$ cat src/rtl/adder_sched_pkg.sv
// ---------------------------------------------------------------------------
// adder_sched_pkg
// Shared types and constants for the round-robin adder scheduler.
//   sched_state_t : scheduler state (IDLE = free to arbitrate, LOCKED = a
//                   multi-word operation owns the adder)
//   ADD_W         : datapath width of the shared adder
//   id_width()    : requester-ID width for a given requester count
// ---------------------------------------------------------------------------
package adder_sched_pkg;

  typedef enum logic {
    IDLE   = 1'b0,
    LOCKED = 1'b1
  } sched_state_t;

  localparam int ADD_W = 32;

  // At least one bit so a single-requester build still has a legal ID port.
  function automatic int id_width(input int n);
    return (n > 1) ? $clog2(n) : 1;
  endfunction

endpackage

$ cat src/rtl/adder.sv
// ---------------------------------------------------------------------------
// adder
// 32-bit Ladner-Fischer (minimum-depth parallel prefix) adder, combinational.
//   a, b : operands
//   cin  : carry-in
//   sum  : a + b + cin, low 32 bits
//   cout : carry-out of bit 31
// ---------------------------------------------------------------------------
module adder (
  input  logic [31:0] a,
  input  logic [31:0] b,
  input  logic        cin,
  output logic [31:0] sum,
  output logic        cout
);

  logic [31:0]      g0;
  logic [31:0]      p0;
  logic [5:0][31:0] g_lvl;
  logic [4:0][31:0] p_lvl;

  assign g0 = a & b;
  assign p0 = a ^ b;

  // Folding cin into bit 0's generate makes every prefix G[i:0] include it.
  assign g_lvl[0] = {g0[31:1], g0[0] | (p0[0] & cin)};
  assign p_lvl[0] = p0;

  // Level gl: bits in the upper half of each 2^(gl+1) block combine with the
  // top bit of the lower half, so after 5 levels g_lvl[5][i] = G[i:0].
  for (genvar gl = 0; gl < 5; gl++) begin : g_level
    for (genvar gi = 0; gi < 32; gi++) begin : g_bit
      if (((gi >> gl) & 1) == 1) begin : g_op
        localparam int J = ((gi >> (gl + 1)) << (gl + 1)) + (1 << gl) - 1;
        assign g_lvl[gl+1][gi] = g_lvl[gl][gi] | (p_lvl[gl][gi] & g_lvl[gl][J]);
        if (gl < 4) begin : g_p
          assign p_lvl[gl+1][gi] = p_lvl[gl][gi] & p_lvl[gl][J];
        end
      end else begin : g_pass
        assign g_lvl[gl+1][gi] = g_lvl[gl][gi];
        if (gl < 4) begin : g_p
          assign p_lvl[gl+1][gi] = p_lvl[gl][gi];
        end
      end
    end
  end

  // Only part of the last propagate level feeds the final generate level.
  logic unused_p;
  assign unused_p = ^p_lvl[4];

  assign sum  = p0 ^ {g_lvl[5][30:0], cin};
  assign cout = g_lvl[5][31];

endmodule

$ cat src/rtl/rr_arbiter.sv
// ---------------------------------------------------------------------------
// rr_arbiter
// Combinational round-robin arbiter. The search starts at rr_ptr and wraps
// past NREQ-1 back to 0; the first requesting index wins.
//   req     : request vector
//   rr_ptr  : index with highest priority this cycle
//   gnt     : one-hot grant (all zero when nothing requests)
//   gnt_idx : encoded index of the grant (0 when nothing requests)
// ---------------------------------------------------------------------------
module rr_arbiter
  import adder_sched_pkg::*;
#(
  parameter int NREQ = 4
) (
  input  logic [NREQ-1:0]               req,
  input  logic [id_width(NREQ)-1:0]     rr_ptr,
  output logic [NREQ-1:0]               gnt,
  output logic [id_width(NREQ)-1:0]     gnt_idx
);

  localparam int IDW = id_width(NREQ);

  logic           found;
  logic [IDW:0]   cand;

  always_comb begin
    gnt     = '0;
    gnt_idx = '0;
    found   = 1'b0;
    cand    = '0;
    for (int k = 0; k < NREQ; k++) begin
      // One spare bit so rr_ptr + k can exceed NREQ-1 before the wrap.
      cand = {1'b0, rr_ptr} + (IDW+1)'(k);
      if (cand >= (IDW+1)'(NREQ)) begin
        cand = cand - (IDW+1)'(NREQ);
      end
      if (!found && req[cand[IDW-1:0]]) begin
        found                = 1'b1;
        gnt[cand[IDW-1:0]]   = 1'b1;
        gnt_idx              = cand[IDW-1:0];
      end
    end
  end

endmodule

$ cat src/rtl/adder_rr_sched.sv
// ---------------------------------------------------------------------------
// adder_rr_sched
// Shares one 32-bit adder among NREQ requesters with round-robin arbitration.
// A requester whose word has req_last=0 locks the adder; its next words use
// the carry chained from the previous word. Results go to a single registered
// slot with a valid/ready handshake.
//   clk, rst          : clock, asynchronous active-high reset
//   req_valid/ready   : per-requester word handshake
//   req_a, req_b      : packed operands, requester i at [i*W +: W]
//   req_cin           : carry-in for the first word of an operation
//   req_last          : final word of an operation
//   rsp_valid/ready   : result slot handshake
//   rsp_sum, rsp_cout : registered sum and carry-out of the word
//   rsp_id, rsp_last  : issuing requester and its last flag
// ---------------------------------------------------------------------------
module adder_rr_sched
  import adder_sched_pkg::*;
#(
  parameter int NREQ = 4,
  parameter int W    = 32
) (
  input  logic                          clk,
  input  logic                          rst,
  input  logic [NREQ-1:0]               req_valid,
  output logic [NREQ-1:0]               req_ready,
  input  logic [NREQ*W-1:0]             req_a,
  input  logic [NREQ*W-1:0]             req_b,
  input  logic [NREQ-1:0]               req_cin,
  input  logic [NREQ-1:0]               req_last,
  output logic                          rsp_valid,
  input  logic                          rsp_ready,
  output logic [W-1:0]                  rsp_sum,
  output logic                          rsp_cout,
  output logic [id_width(NREQ)-1:0]     rsp_id,
  output logic                          rsp_last
);

  localparam int IDW = id_width(NREQ);

  if (W != ADD_W) begin : g_bad_width
    $error("adder_rr_sched: W must be 32");
  end
  if (NREQ < 2 || NREQ > 8) begin : g_bad_nreq
    $error("adder_rr_sched: NREQ must be 2..8");
  end

  sched_state_t     state_q, state_d;
  logic [IDW-1:0]   owner_q, owner_d;
  logic [IDW-1:0]   rr_ptr_q, rr_ptr_d;
  logic             carry_q, carry_d;
  logic             rsp_valid_q, rsp_valid_d;
  logic [W-1:0]     rsp_sum_q, rsp_sum_d;
  logic             rsp_cout_q, rsp_cout_d;
  logic [IDW-1:0]   rsp_id_q, rsp_id_d;
  logic             rsp_last_q, rsp_last_d;

  logic [W-1:0]     a_arr [NREQ];
  logic [W-1:0]     b_arr [NREQ];
  logic [NREQ-1:0]  arb_gnt;
  logic [IDW-1:0]   arb_idx;
  logic [NREQ-1:0]  owner_mask;
  logic [NREQ-1:0]  grant_mask;
  logic [IDW-1:0]   sel_idx;
  logic             slot_free;
  logic             accept;
  logic             add_cin;
  logic [W-1:0]     add_sum;
  logic             add_cout;

  for (genvar gi = 0; gi < NREQ; gi++) begin : g_unpack
    assign a_arr[gi] = req_a[gi*W +: W];
    assign b_arr[gi] = req_b[gi*W +: W];
  end

  rr_arbiter #(.NREQ(NREQ)) u_arb (
    .req     (req_valid),
    .rr_ptr  (rr_ptr_q),
    .gnt     (arb_gnt),
    .gnt_idx (arb_idx)
  );

  adder u_adder (
    .a    (a_arr[sel_idx]),
    .b    (b_arr[sel_idx]),
    .cin  (add_cin),
    .sum  (add_sum),
    .cout (add_cout)
  );

  // Handshake side: depends only on registered state, req_valid, rsp_ready
  // (and rst, so nothing is accepted while reset is held).
  always_comb begin
    owner_mask          = '0;
    owner_mask[owner_q] = 1'b1;
    slot_free           = !rsp_valid_q || rsp_ready;
    if (state_q == IDLE) begin
      sel_idx    = arb_idx;
      grant_mask = arb_gnt;
      add_cin    = req_cin[arb_idx];
    end else begin
      sel_idx    = owner_q;
      grant_mask = owner_mask & req_valid;
      add_cin    = carry_q;
    end
    req_ready = (slot_free && !rst) ? grant_mask : '0;
    accept    = |req_ready;
  end

  // Next-state: the slot is overwritten on acceptance (covers drain+fill in
  // one cycle); otherwise a drain only clears valid and payload holds.
  always_comb begin
    state_d     = state_q;
    owner_d     = owner_q;
    rr_ptr_d    = rr_ptr_q;
    carry_d     = carry_q;
    rsp_valid_d = rsp_valid_q;
    rsp_sum_d   = rsp_sum_q;
    rsp_cout_d  = rsp_cout_q;
    rsp_id_d    = rsp_id_q;
    rsp_last_d  = rsp_last_q;
    if (accept) begin
      rsp_valid_d = 1'b1;
      rsp_sum_d   = add_sum;
      rsp_cout_d  = add_cout;
      rsp_id_d    = sel_idx;
      rsp_last_d  = req_last[sel_idx];
      carry_d     = add_cout;
      if (req_last[sel_idx]) begin
        state_d  = IDLE;
        rr_ptr_d = (sel_idx == IDW'(NREQ-1)) ? '0 : sel_idx + IDW'(1);
      end else begin
        state_d = LOCKED;
        owner_d = sel_idx;
      end
    end else if (rsp_ready) begin
      rsp_valid_d = 1'b0;
    end
  end

  always_ff @(posedge clk or posedge rst) begin
    if (rst) begin
      state_q     <= IDLE;
      owner_q     <= '0;
      rr_ptr_q    <= '0;
      carry_q     <= 1'b0;
      rsp_valid_q <= 1'b0;
      rsp_sum_q   <= '0;
      rsp_cout_q  <= 1'b0;
      rsp_id_q    <= '0;
      rsp_last_q  <= 1'b0;
    end else begin
      state_q     <= state_d;
      owner_q     <= owner_d;
      rr_ptr_q    <= rr_ptr_d;
      carry_q     <= carry_d;
      rsp_valid_q <= rsp_valid_d;
      rsp_sum_q   <= rsp_sum_d;
      rsp_cout_q  <= rsp_cout_d;
      rsp_id_q    <= rsp_id_d;
      rsp_last_q  <= rsp_last_d;
    end
  end

  assign rsp_valid = rsp_valid_q;
  assign rsp_sum   = rsp_sum_q;
  assign rsp_cout  = rsp_cout_q;
  assign rsp_id    = rsp_id_q;
  assign rsp_last  = rsp_last_q;

endmodule

$ cat config.mk
export PLATFORM = sky130hd
export DESIGN_NAME = adder_rr_sched
export DESIGN_NICKNAME = d
export VERILOG_FILES = /design/src/rtl/adder_sched_pkg.sv /design/src/rtl/adder.sv /design/src/rtl/rr_arbiter.sv /design/src/rtl/adder_rr_sched.sv
export SDC_FILE = /design/constraint.sdc
export NUM_CORES = 1
export LEC_CHECK = 0
export ABC_CLOCK_PERIOD_IN_PS = 5700
export CORE_UTILIZATION = 35
export DETAILED_ROUTE_END_ITERATION = 10
export PLACE_DENSITY = 0.77
export SYNTH_ARGS = -nofsm -noshare
export SYNTH_HDL_FRONTEND = slang
export SYNTH_HIERARCHICAL = 1
export SYNTH_SLANG_ARGS = --single-unit
$ cat constraint.sdc
create_clock -name clk -period 5.7 [get_ports clk]
set_input_delay 0.57 -clock clk [delete_from_list [all_inputs] [get_ports clk]]
set_output_delay 0.57 -clock clk [all_outputs]
set_load 0.05 [all_outputs]
==> results of run 1 <==
==> metrics by stage <==
| step | cells | setup TNS [ps] | utilization | hold slack, ps | cell area, µm² |
|---|---|---|---|---|---|
| 2_1_floorplan | 417 | 0 | - | 532 | 5080 |
| 3_3_place_gp | 938 | -58.8 | 0.622 | 468 | 8740 |
| 3_5_place_dp | 938 | -2060 | 0.622 | 476 | 8740 |
| 4_1_cts | 946 | 0 | 0.636 | 491 | 8940 |
| 5_1_grt | 951 | 0 | 0.643 | 499 | 9030 |
| 6_report | 952 | 0 | 0.643 | 484 | 9030 |
==> sequential cells by signal, summed over array words and instances, names as in the netlist <==
signal and cells:
rsp_sum 32, owner_q 2, rr_ptr_q 2, rsp_id 2, rsp_cout 1, rsp_last 1, rsp_valid 1, state_q 1
==> layout make-up <==
cell class	instances	area (µm²)
repair buffers	369	3580
clock buffers	6	139
flip-flops and latches	42	1050
well taps	180	225
clock inverters	2	60.1
diodes	1	2.50
inverters	26	97.6
fillers	1086	5010
multi-input cells	326	3870
==> worst max-delay path by stage <==
stage                              to         start  cells past startpoint  slack [ps]
after CTS                 rsp_sum[31]  req_valid[3]                     22          80
after global placement    rsp_sum[31]  req_valid[3]                     22         -20
after global routing      rsp_sum[29]   rr_ptr_q[0]                     21          40
final                     rsp_sum[29]   rr_ptr_q[1]                     22         320
after detailed placement     rsp_cout  req_valid[3]                     22        -200
after floorplan           rsp_sum[31]   rr_ptr_q[0]                     23         100
==> worst register-to-register path, stage by stage (launching register included) <==
cell and delay [ps]:
dfrtp_2 420, inv_1 150, ha_4 250, mux4_2 300, nor2b_2 180, nor2_1 110, o31ai_1 80, buf_4 160
mux2i_4 230, mux4_2 550, inv_2 80, fa_2 180, inv_1 50, fa_2 410, a211oi_4 310, o21ai_2 110
a41o_1 270, a31o_4 260, a211oi_4 310, o32ai_4 160, buf_4 180, a311o_1 250, mux2_1 290
==> cells in the final DEF, fill, tap and decap left out, drive strengths merged, types with 3 or more instances in the layout <==
cell	Yosys	routed
a21o	9	9
a21oi	19	19
a22oi	8	8
and4	4	4
buf	19	58
clkbuf	4	6
clkdlybuf4s50	0	307
dfrtp	42	42
dlymetal6s2s	0	4
fa	6	6
ha	35	35
inv	26	26
mux2	36	36
mux2i	7	7
mux4	70	70
nand2	10	10
nand3	6	6
nor2	25	25
nor2b	8	8
nor3	4	4
o211ai	3	3
o21a	5	5
o21ai	13	13
xnor2	14	14
xor2	6	6
==> logic make-up (layout without fill, tap and decap cells) <==
kind of cell | Yosys count | after routing | synth area share
AOI/OAI and AO/OA | 79 | 79 | 0.122
buffers and inverters | 49 | 403 | 0.0426
other | 0 | 1 | 0
DFF | 42 | 42 | 0.207
and+or+nand+nor | 73 | 73 | 0.0785
muxes | 113 | 113 | 0.406
xor gates and xnor gates | 20 | 20 | 0.0345
adders and majority gates | 41 | 41 | 0.110
==> what timing repair did <==
| item | CTS | global route |
|---|---|---|
| endpoints found under the setup margin | 0 | 15 |
| hold buffers | 0 | 0 |
| buffers inserted | 0 | 5 |
| gates resized for setup | 0 | 18 |
==> layer usage <==
metal | vias up | global-route usage
li1 | 2364 | -
met1 | 2535 | 0.266
met2 | 231 | 0.451
met3 | 17 | 0.0446
met4 | 0 | 0.0671
met5 | - | 0
==> synth_stat cells (all sizes together), types with 3 or more instances <==
| cell type | n | area, µm² |
|---|---|---|
| mux4 | 70 | 1580 |
| dfrtp | 42 | 1050 |
| mux2 | 36 | 405 |
| ha | 35 | 438 |
| inv | 26 | 97.6 |
| nor2 | 25 | 93.8 |
| a21oi | 19 | 98.9 |
| buf | 19 | 104 |
| xnor2 | 14 | 123 |
| o21ai | 13 | 65.1 |
| nand2 | 10 | 37.5 |
| a21o | 9 | 68.8 |
| a22oi | 8 | 60.1 |
| nor2b | 8 | 50.1 |
| mux2i | 7 | 82.6 |
| fa | 6 | 120 |
| nand3 | 6 | 30.0 |
| xor2 | 6 | 52.6 |
| o21a | 5 | 37.5 |
| and4 | 4 | 35.0 |
| clkbuf | 4 | 15.0 |
| nor3 | 4 | 20.0 |
| o211ai | 3 | 27.5 |
==> impl_metrics.toml, run 1 <==
[logic_synthesis]
synth_ff_type = "dfrtp_1"
syn_inst = 417
yosys_warnings = 6
yosysSeqAreaShare = 0.207
synth_fp_nets = 729
synth.avg_cell_area_um2 = 12.2
ys_ff_latch = 42
synth.cell_area_um2 = 5080
ys_async_sr_fraction = 1.00
ys_types = 63
synth_edf_count = 0

[timing]
setup_ws_ps = 316
rsz0062_at_grt = "no"
setup_viol = 0
skew_ps = 5.92
tightest_slew_ps = 931
min_period_over_period = 0.944
fmax_mhz = 186
slew_headroom = 0.378
hold_violations = 0
fin_crit_ps = 5380
drv_slew = 0

[min_path]
hp-class = "flop to flop"
hold_end = "rsp_sum[1]"
holdPathStages = 1
hp-start = "rsp_sum[1]"

[placed_design]
dp_slack_ps = -200
portBuffers = 311
dp_hpwl_um = 15800
gp_congestion = 0.845

[die]
fp.dieW_um = 123
core-area_um2 = 14000
die_area_um2 = 15000
rows = 43
pin_count = 312
die_h_um = 123
start_util = 0.362

[setup_path]
crit_chain = "inv_1 > ha_4 > mux4_2 > nor2b_2 > nor2_1 > o31ai_1 > buf_4 > mux2i_4 > mux4_2 > inv_2 > fa_2 > inv_1 > fa_2 > a211oi_4 > o21ai_2 > a41o_1 > a31o_4 > a211oi_4 > o32ai_4 > buf_4 > a311o_1 > mux2_1"
rr_worst_depth = 22
cp-start-kind = "flop"
crit_path_top_delay_cell = "mux4_2"
reg2reg_from = "rr_ptr_q[1]"
endpoint_kind = "flop"
cp_max_fo = 6
cp_top_family = "compound AO/OA/AOI/OAI gates"
r2r_end = "rsp_sum[29]"
max_stage_delay_ps = 550
path_buf_inv = 5
crit_arrival_ps = 5550
rrSetupSlack_ps = 320
path_class = "flop to flop"
crit_required_ps = 5870

[detailed_routing]
wirelength_um = 18400
drt_iter0_markers = 178
drcViolationCount = 0
top_layer_used = "met4"
dr_wl_met2_um = 9880
vias_per_cell = 5.41
wl_per_cell_um = 19.3
wl_met1_um = 6980
dr.pass1.iters = 4
ant_nets = 0
wl_met3_um = 1260
num_vias = 5147

[cells_and_area]
areaGrowthSynthToFinish_pct = 77.6
drive_gt1_frac = 0.211
nets = 1082

[outcome]
status = "completed"

[clock_tree]
htree_levels = 2
clk_pin_slew_ps = 60
cts_tree = "yes"
clock_latency_ps = 290
root_buffer = "clkbuf_16"
cts_made_buffers = 5
cts_sinks = 42
clockBufferDepth = 2

[global_routing]
grt-ovfl-total = 0
antenna_found_initial = 0
grt_pass1_wl_um = 27200
grt_max_degree = 43
gr-usage-all-layers = 0.237
grt_pass1_vias = 5370

[flow_run]
max_cap_viol_count = 0
Power of run 1 is not shown: default switching activity piles up to over one toggle a cycle in this logic, so the estimate is an artifact.
==> run 2: changes to the inputs <==
--- a/config.mk
+++ b/config.mk
@@ -6,6 +6,8 @@
 export NUM_CORES = 1
 export LEC_CHECK = 0
 export ABC_CLOCK_PERIOD_IN_PS = 5700
+export CAP_MARGIN = 5
+export CORE_MARGIN = 5
 export CORE_UTILIZATION = 35
 export DETAILED_ROUTE_END_ITERATION = 10
 export PLACE_DENSITY = 0.77
@@ -13,3 +15,4 @@
 export SYNTH_HDL_FRONTEND = slang
 export SYNTH_HIERARCHICAL = 1
 export SYNTH_SLANG_ARGS = --single-unit
+export TNS_END_PERCENT = 20
==> run 2 against run 1 <==
  * Hold slack better by 1.4 ps
  * Flip-flop and latch count unchanged
  * Routed wire length up 3.4%
  * Critical path type is now input pin to flop
==> impl_metrics.toml, run 2 (same netlist as run 1, synthesis figures left out) <==
[cells_and_area]
drive_gt1_frac = 0.192
final-instance-count-excl-fill = 944
final_cell_mix = "clkdlybuf4s50_1 (311), mux4_2 (70), buf_4 (44)"
largest_reg_flops = 32
areaGrowthSynthToFinish_pct = 75.1
final_common_cell = "clkdlybuf4s50_1"
diodes = 0
nets = 1071

[min_path]
holdPathStages = 1
hp-class = "flop to flop"

[setup_path]
rr_worst_depth = 23
max_stage_delay_ps = 510
path_class = "input pin to flop"
crit_path_top_delay_cell = "mux4_2"
cp-start-kind = "input pin"
cpMostUsedCell = "buf_4"
crit_chain = "clkdlybuf4s50_1 > buf_4 > mux4_2 > o21ai_0 > o31ai_2 > mux2i_4 > buf_4 > mux4_2 > inv_1 > fa_1 > inv_1 > fa_2 > a211oi_2 > o21ai_1 > a41o_1 > a31o_4 > a211oi_4 > buf_4 > o31ai_1 > a21oi_1 > xnor2_1 > mux2_1"
endpoint_kind = "flop"
rrSetupSlack_ps = 280
cp_max_fo = 6
crit_arrival_ps = 5670
crit_required_ps = 5860

[clock_tree]
cts_made_buffers = 5
cts_sinks = 42
htree_levels = 2
ctsHoldBuffers = 0
clk_pin_slew_ps = 60
clockBufferDepth = 2
root_buffer = "clkbuf_16"
clock_latency_ps = 280
cts_tree = "yes"

[detailed_routing]
vias_per_cell = 5.37
num_vias = 5071
drt_iter0_markers = 202
drcViolationCount = 0
wl_per_cell_um = 20.2
dr.pass1.iters = 4
ant_nets = 0
wirelength_um = 19000

[global_routing]
grt_pass1_wl_um = 28200
gr-usage-all-layers = 0.210
grt_pass1_vias = 5580
grt_max_degree = 53
antenna_found_initial = 0
grt-ovfl-total = 0

[placed_design]
dp_cells = 935
portBuffers = 311
gp_congestion = 0.837
dp_hpwl_um = 16500

[timing]
hold_violations = 0
slew_headroom = 0.387
drv_slew = 0
tightest_slew_ps = 918
min_period_over_period = 0.967
rsz0062_at_grt = "no"
setup_viol = 0
skew_ps = 3.03
fin_crit_ps = 5510
fmax_mhz = 181

[flow_run]
max_cap_viol_count = 0

[outcome]
status = "completed"

[die]
die_h_um = 131
start_util = 0.354
core-area_um2 = 14400
die_area_um2 = 17000
fp.dieW_um = 131
rows = 44
pin_count = 312
==> run 2: changes by cell type in the layout (fill, tap and decap cells not counted), moves of 2 or more <==
cell	previous run	this run
buf_12	1	3
buf_4	55	44
buf_6	2	0
clkdlybuf4s50_1	307	311
clkinvlp_4	0	2
dlymetal6s2s_1	4	0
inv_1	23	25
inv_2	3	1
==> run 2: critical path, delay by kind of cell <==
family / cells / cell delay, ps
adder cells (fa/ha/maj): 2 / 540
AO/OA/AOI/OAI: 9 / 1890
multiplexers: 4 / 1490
XOR/XNOR: 1 / 90
buffers and inverters: 6 / 1110
==> run 2: metal layers <==
metal	wire length [µm]	up-vias	GRT usage
li1	-	2337	-
met1	6960	2473	0.238
met2	10200	241	0.401
met3	1570	20	0.0480
met4	296	0	0.0466
met5	0	-	0
==> run 2: worst paths after layout <==
| kind | startpoint | endpoint |
|---|---|---|
| hold reg to reg | rsp_sum[0] | rsp_sum[0] |
| setup reg to reg | rr_ptr_q[1] | rsp_sum[25] |
| hold / removal | rsp_sum[0] | rsp_sum[0] |
| max in group asynchronous | rst | rr_ptr_q[1] |
| min in group asynchronous | rst | rsp_valid |
| setup / recovery | req_valid[1] | rsp_sum[25] |
==> run 2: through the flow <==
stage / utilization / cell area (µm²) / hold slack, ps / setup TNS [ps] / setup slack [ps]
floorplan: - / 5080 / 532 / 0 / 103
finish: 0.619 / 8900 / 486 / 0 / 188
detailed placement: 0.606 / 8700 / 474 / -955 / -136
global placement: 0.606 / 8700 / 473 / 0 / 22.7
global route: 0.619 / 8900 / 493 / 0 / 20.7
CTS: 0.617 / 8870 / 490 / 0 / 124
==> run 2: what timing repair did <==
action,in CTS,in global routing
gates resized for setup,0,6
setup endpoints to repair,0,12
setup buffers,0,1
==> run 2: layout make-up <==
type / instances / area (µm²)
clock buffer: 5 / 125
clock inverter: 3 / 45.0
fill: 1098 / 5470
inverter: 26 / 97.6
multi-input combinational: 326 / 3850
sequential: 42 / 1050
tap: 184 / 230
timing repair buffer: 358 / 3500
Power of run 2 is left out for the same reason.
==> run 3: changes to the inputs <==
--- a/config.mk
+++ b/config.mk
@@ -7,7 +7,6 @@
 export LEC_CHECK = 0
 export ABC_CLOCK_PERIOD_IN_PS = 5700
 export CAP_MARGIN = 5
-export CORE_MARGIN = 5
 export CORE_UTILIZATION = 35
 export DETAILED_ROUTE_END_ITERATION = 10
 export PLACE_DENSITY = 0.77
==> results of run 3 <==
Same layout as run 1: the final DEF is identical, and so are final timing and power.
Power of run 3 is left out for the same reason.
